### config.mk
export PLATFORM = sky130hd
export DESIGN_NAME = seg_scan_reader
export DESIGN_NICKNAME = d
export VERILOG_FILES = /design/src/rtl/seg_pkg.sv /design/src/rtl/seg_glyph_decode.sv /design/src/rtl/seg_scan_reader.sv
export SDC_FILE = /design/constraint.sdc
export NUM_CORES = 1
export LEC_CHECK = 0
export CAP_MARGIN = 40
export CORE_ASPECT_RATIO = 2
export CORE_UTILIZATION = 45
export DETAILED_ROUTE_END_ITERATION = 8
export GPL_TIMING_DRIVEN = 0
export PLACE_DENSITY_LB_ADDON = 0.25
export SETUP_SLACK_MARGIN = 0.2
export SYNTH_ARGS = -nofsm -noshare
export SYNTH_HDL_FRONTEND = slang
export SYNTH_SLANG_ARGS = --single-unit
### constraint.sdc
create_clock -name clk -period 3.7 [get_ports clk]
set_input_delay 0.555 -clock clk [delete_from_list [all_inputs] [get_ports clk]]
set_output_delay 0.555 -clock clk [all_outputs]
set_load 0.02 [all_outputs]
### src/rtl/seg_pkg.sv
// Shared definitions for the 7-segment scan reader: active-low glyph encodings,
// BCD error codes and the frame FSM state type.
package seg_pkg;

    // Active-low segment patterns, bit 6 = a ... bit 0 = g
    localparam logic [6:0] GLYPH_0 = 7'b0000001;
    localparam logic [6:0] GLYPH_1 = 7'b1001111;
    localparam logic [6:0] GLYPH_2 = 7'b0010010;
    localparam logic [6:0] GLYPH_3 = 7'b0000110;
    localparam logic [6:0] GLYPH_4 = 7'b1001100;
    localparam logic [6:0] GLYPH_5 = 7'b0100100;
    localparam logic [6:0] GLYPH_6 = 7'b0100000;
    localparam logic [6:0] GLYPH_7 = 7'b0001111;
    localparam logic [6:0] GLYPH_8 = 7'b0000000;
    localparam logic [6:0] GLYPH_9 = 7'b0000100;
    localparam logic [6:0] GLYPH_E = 7'b0110000;

    // Alternate renderings some panels use for 6, 9 and 7
    localparam logic [6:0] GLYPH_6_ALT = 7'b1100000;
    localparam logic [6:0] GLYPH_9_ALT = 7'b0001100;
    localparam logic [6:0] GLYPH_7_ALT = 7'b0001101;

    localparam logic [3:0] BCD_ERR = 4'hF;
    localparam logic [3:0] BCD_E   = 4'hE;

    typedef enum logic [1:0] {
        SYNC,
        CAPTURE,
        HOLD
    } state_t;

endpackage

### src/rtl/seg_glyph_decode.sv
// Combinational active-low 7-segment pattern to BCD decoder with error flag.
// Define SEG_ALT_GLYPH_EN to also accept the alternate 6/9/7 renderings.
module seg_glyph_decode
    import seg_pkg::*;
(
    input  logic [6:0] seg_n,
    output logic [3:0] bcd,
    output logic       err
);

    always_comb begin
        // NOTE: defaults first so every path assigns both outputs and no latch is inferred.
        bcd = BCD_ERR;
        err = 1'b1;
        case (seg_n)
            GLYPH_0: begin bcd = 4'd0; err = 1'b0; end
            GLYPH_1: begin bcd = 4'd1; err = 1'b0; end
            GLYPH_2: begin bcd = 4'd2; err = 1'b0; end
            GLYPH_3: begin bcd = 4'd3; err = 1'b0; end
            GLYPH_4: begin bcd = 4'd4; err = 1'b0; end
            GLYPH_5: begin bcd = 4'd5; err = 1'b0; end
            GLYPH_6: begin bcd = 4'd6; err = 1'b0; end
            GLYPH_7: begin bcd = 4'd7; err = 1'b0; end
            GLYPH_8: begin bcd = 4'd8; err = 1'b0; end
            GLYPH_9: begin bcd = 4'd9; err = 1'b0; end
            GLYPH_E: bcd = BCD_E;
`ifdef SEG_ALT_GLYPH_EN
            GLYPH_6_ALT: begin bcd = 4'd6; err = 1'b0; end
            GLYPH_9_ALT: begin bcd = 4'd9; err = 1'b0; end
            GLYPH_7_ALT: begin bcd = 4'd7; err = 1'b0; end
`else
`endif
            default: ;
        endcase
    end

endmodule

### src/rtl/seg_scan_reader.sv
// Reads a multiplexed active-low 7-segment bus, debounces each digit and
// presents one decoded frame on valid/ready. SEG_ALT_GLYPH_EN is honoured by seg_glyph_decode.
module seg_scan_reader
    import seg_pkg::*;
#(
    parameter int NUM_DIGITS = 4,
    parameter int STABLE_CNT = 3
) (
    input  logic                    clk,
    input  logic                    rst,
    input  logic [6:0]              seg_n,
    input  logic [NUM_DIGITS-1:0]   dig_en,
    input  logic                    out_ready,
    output logic                    out_valid,
    output logic [4*NUM_DIGITS-1:0] out_bcd,
    output logic [NUM_DIGITS-1:0]   out_err,
    output logic                    frame_drop
);

    localparam int IDX_W = (NUM_DIGITS > 1) ? $clog2(NUM_DIGITS) : 1;
    localparam int CNT_W = 8;
    localparam logic [CNT_W-1:0] CNT_MAX  = CNT_W'(STABLE_CNT);
    localparam logic [IDX_W-1:0] LAST_IDX = IDX_W'(NUM_DIGITS - 1);

    state_t             state, state_nx;
    logic [IDX_W-1:0]   next_idx, next_idx_nx, acc_idx, en_idx;
    logic               linger, linger_nx;
    logic [CNT_W-1:0]   cnt, cnt_nx;
    logic [6:0]         prev_seg;
    logic [NUM_DIGITS-1:0] prev_en;
    logic               onehot, same, stable, accept, abort;
    logic [3:0]         dec_bcd;
    logic               dec_err;

    seg_glyph_decode u_decode (
        .seg_n (seg_n),
        .bcd   (dec_bcd),
        .err   (dec_err)
    );

    always_comb begin
        onehot = $onehot(dig_en);
        en_idx = '0;
        for (int i = 0; i < NUM_DIGITS; i++) begin
            if (dig_en[i]) en_idx = IDX_W'(i);
        end
    end

    // A zero count means no run in progress, so the next valid sample always starts at 1.
    always_comb begin
        same   = (seg_n == prev_seg) && (dig_en == prev_en) && (cnt != '0);
        cnt_nx = '0;
        if (onehot) begin
            if (!same)               cnt_nx = CNT_W'(1);
            else if (cnt == CNT_MAX) cnt_nx = cnt;
            else                     cnt_nx = cnt + CNT_W'(1);
        end
        stable = onehot && (cnt_nx == CNT_MAX);
    end

    // linger: the previous digit is accepted but may still be on the bus; its samples are ignored.
    always_comb begin
        state_nx    = state;
        next_idx_nx = next_idx;
        linger_nx   = linger;
        accept      = 1'b0;
        abort       = 1'b0;
        case (state)
            SYNC: begin
                if (onehot && dig_en[0]) begin
                    state_nx    = CAPTURE;
                    next_idx_nx = '0;
                    linger_nx   = 1'b0;
                    accept      = stable;
                end
            end
            CAPTURE: begin
                if (onehot) begin
                    if (en_idx == next_idx) begin
                        linger_nx = 1'b0;
                        accept    = stable;
                    end else if (!(linger && (en_idx == next_idx - IDX_W'(1)))) begin
                        abort    = 1'b1;
                        state_nx = SYNC;
                    end
                end
            end
            HOLD: begin
                if (out_ready) state_nx = SYNC;
            end
            default: state_nx = SYNC;
        endcase

        acc_idx = next_idx_nx;
        if (accept) begin
            if (next_idx_nx == LAST_IDX) begin
                state_nx = HOLD;
            end else begin
                next_idx_nx = next_idx_nx + IDX_W'(1);
                linger_nx   = 1'b1;
            end
        end
    end

    // NOTE: registers use non-blocking assignments so every flop samples pre-edge values.
    always_ff @(posedge clk) begin
        if (rst) begin
            state      <= SYNC;
            next_idx   <= '0;
            linger     <= 1'b0;
            cnt        <= '0;
            prev_seg   <= '1;
            prev_en    <= '0;
            frame_drop <= 1'b0;
            out_bcd    <= '0;
            out_err    <= '0;
        end else begin
            state      <= state_nx;
            next_idx   <= next_idx_nx;
            linger     <= linger_nx;
            cnt        <= cnt_nx;
            prev_seg   <= seg_n;
            prev_en    <= dig_en;
            frame_drop <= abort;
            if (accept) begin
                for (int d = 0; d < NUM_DIGITS; d++) begin
                    if (acc_idx == IDX_W'(d)) begin
                        out_bcd[4*d +: 4] <= dec_bcd;
                        out_err[d]        <= dec_err;
                    end
                end
            end
        end
    end

    assign out_valid = (state == HOLD);

endmodule

==> impl_metrics.json <==
{
  "crit_arrival_ns": 3.65,
  "die_w_um": 54.6,
  "routed_via_density": 5.55,
  "ys.flop_type": "dfxtp_1",
  "synth_edf_count": 0,
  "antenna_found_initial": 0,
  "cp-end-kind": "flop",
  "nets": 350,
  "wl_mm": 6.02,
  "num_vias": 2176,
  "fill_cells": 492,
  "netlist_instances": 285,
  "drv_cap": 0,
  "place_area_sq_um": 2890,
  "antenna_left": 0,
  "leakagePower_nw": 1.14,
  "drive_gt1_frac": 0.136,
  "synthMostInstantiatedCell": "dfxtp_1",
  "p_sw_mw": 0.249,
  "gp_congestion": 0.833,
  "power_frac_seq": 0.535,
  "fin_util": 0.573,
  "cts_hold_buf": 0,
  "dp.cells": 375,
  "min_to": "prev_en[3]",
  "clock_path_buffers": 2,
  "min_period_over_period": 0.932,
  "cts.htree.levels": 2,
  "ys_seq_elements": 45,
  "ys_types": 56,
  "clk_pin_slew_ns": 0.08,
  "setup_viol": 0,
  "skew_ns": 0.00686,
  "status": "finished clean",
  "power_density_nw_per_um2": 305,
  "grt_pass1_vias": 2126,
  "grt_use_total": 0.228,
  "vdd_drop_max_uv": 280,
  "yosys-top-cells-count": "dfxtp_1, nor2_1, nand2b_1, xor2_1, nand2_1",
  "hp-start": "dig_en[3]",
  "r2r_slack_ns": 0.85,
  "timing_hold_violations_final": 0,
  "drtPass1Iterations": 5,
  "final-max-slew-violation-count": 0,
  "drcViolationCount": 0,
  "start_kind": "primary input",
  "required_ns": 3.90,
  "die_y_um": 107,
  "cp-startpoint": "dig_en[3]",
  "area_delta_synth_final_pct": 23.8,
  "drtIter0Drc": 61,
  "avgSynthCellArea_sq_um": 8.72,
  "relSlewSlack": 0.503,
  "clock_power_share": 0.326,
  "p_sw_frac": 0.266,
  "cts_buffers": 5,
  "fin_cells": 392,
  "core_sq_um": 5370,
  "cts.sinks": 45,
  "worst_pin_slew_ns": 0.743,
  "cts_root_buf": "clkbuf_8",
  "worst_hold_path.num_cells": 3,
  "grt_pass1_wl_mm": 9.72,
  "fmax_mhz": 290,
  "ys_seq_area_frac": 0.362,
  "num_rows": 38,
  "postLayoutCellArea_sq_um": 3080,
  "synth_area_leaders": "dfxtp_1, xor2_1, mux2i_1",
  "tritoncts": "yes",
  "clock_latency_ns": 0.31,
  "hold_class": "in -> reg",
  "crit_type": "in -> reg",
  "comb_power_share": 0.139,
  "yosysTopAreaCellShare": 0.362,
  "netlist_area_sq_um": 2490,
  "dieArea_sq_um": 5840,
  "cp_max_fo": 5,
  "antenna_cells": 0,
  "grt_overflow": 0,
  "port_buffers": 30,
  "pin_count": 36,
  "start_util": 0.463,
  "ff2ff_path_depth": 10,
  "period_needed_ns": 3.45,
  "hpwl_mm": 4.45,
  "synth_nets": 304,
  "power.internal_mw": 0.687,
  "yosysWarningCount": 0,
  "wl_per_cell_um": 15.4,
  "rsz0062_at_grt": "no",
  "synth.largest_area_cell": "dfxtp_1",
  "reg2reg_from": "cnt[0]",
  "grt_max_degree": 14,
  "async_flop_share": 0,
  "r2r-end": "out_bcd[7]"
}
-- worst max-delay path, cell delays in order --
cell	delay, ns
buf_12	0.09
inv_12	0.03
fa_1	0.52
inv_1	0.05
ha_2	0.18
ha_4	0.20
or3b_1	0.38
buf_6	0.13
or3_4	0.33
a31oi_4	0.20
nand4b_4	0.13
buf_6	0.15
nor4_4	0.22
buf_4	0.19
mux2_4	0.29
-- sequential cells by signal (all words and copies together), names as in the netlist --
name and count:
frame_drop 1, cnt 8, prev_en 4, state 2, prev_seg 7, out_err 4
linger 1, out_bcd 16, next_idx 2
-- what timing repair did --
action                                  4_1_cts  5_1_grt
endpoints found under the setup margin       25       13
pin swaps                                     2        3
gates resized for setup                      14       12
setup buffers                                 5        4
-- placed cells by master, fill, tap and decap left out, types with 5 or more instances in the layout --
master	instances
clkbuf_8	5
clkdlybuf4s50_1	26
nor2_1	23
nand2_1	13
nand2b_1	14
nor4_1	12
dfxtp_1	45
clkbuf_1	14
o21ai_0	9
a21oi_1	8
a31oi_1	7
xor2_1	14
or3_1	7
mux2i_1	11
nor3_1	8
xnor2_1	6
nor2b_1	12
or2_2	9
inv_1	8
buf_4	9
-- per-stage QoR --
stage	hold WS, ns	total power, mW	worst slack [ns]	TNS [ns]
4_1_cts	0.483	0.931	0.201	0
5_1_grt	0.484	0.979	0.181	0
6_report	0.477	0.937	0.251	0
3_5_place_dp	0.462	0.633	-0.912	-15.41
2_1_floorplan	0.452	0.595	0.0876	0
3_3_place_gp	0.460	0.630	-0.900	-15.09
-- area by class of cell --
class	instances	area, sq um	share of cell area
clock inverters	1	7.51	0.00244
plain buffers	18	83.8	0.0272
clock buffers	7	76.3	0.0248
multi-input cells	211	1490	0.486
well taps	60	75.1	0.0244
repair buffers	39	383	0.124
flip-flops and latches	45	901	0.293
inverters	11	56.3	0.0183
-- layer usage --
layer  GRT usage  share of wire  vias to the layer above  routed length (um)
li1            -              -                     1091                   -
met3      0.0426          0.031                       14                 185
met1       0.230           0.38                     1026                2270
met2       0.412           0.57                       45                3410
met5           0              0                        -                   0
met4       0.114          0.026                        0                 156
-- how the worst max path moves through the flow --
stage / to / cells past startpoint
floorplan: out_bcd[15] / 13
global placement: out_bcd[7] / 13
detailed placement: out_bcd[7] / 13
CTS: out_bcd[15] / 14
global route: out_bcd[7] / 15
finish: out_bcd[7] / 15
-- cells by family (layout without fill, tap and decap cells) --
family | count (synthesis) | after routing | synth area share
adder cells (fa/ha/maj) | 5 | 5 | 0.0282
buffers and inverters | 29 | 76 | 0.0478
XOR/XNOR | 20 | 20 | 0.0705
AND/OR/NAND/NOR | 127 | 127 | 0.303
multiplexers | 15 | 15 | 0.0639
AO/OA/AOI/OAI | 44 | 44 | 0.124
flip-flops | 45 | 45 | 0.362
-- power by group through the flow --
stage                     combinational, mW  clock (mW)  sequential [mW]
after detailed placement              0.120           0            0.513
final                                 0.130       0.305            0.501
after CTS                             0.121       0.309            0.501
after global routing                  0.146       0.330            0.503
after global placement                0.118           0            0.512
after floorplan                      0.0839           0            0.511
Power figures use the tool's default switching activity.
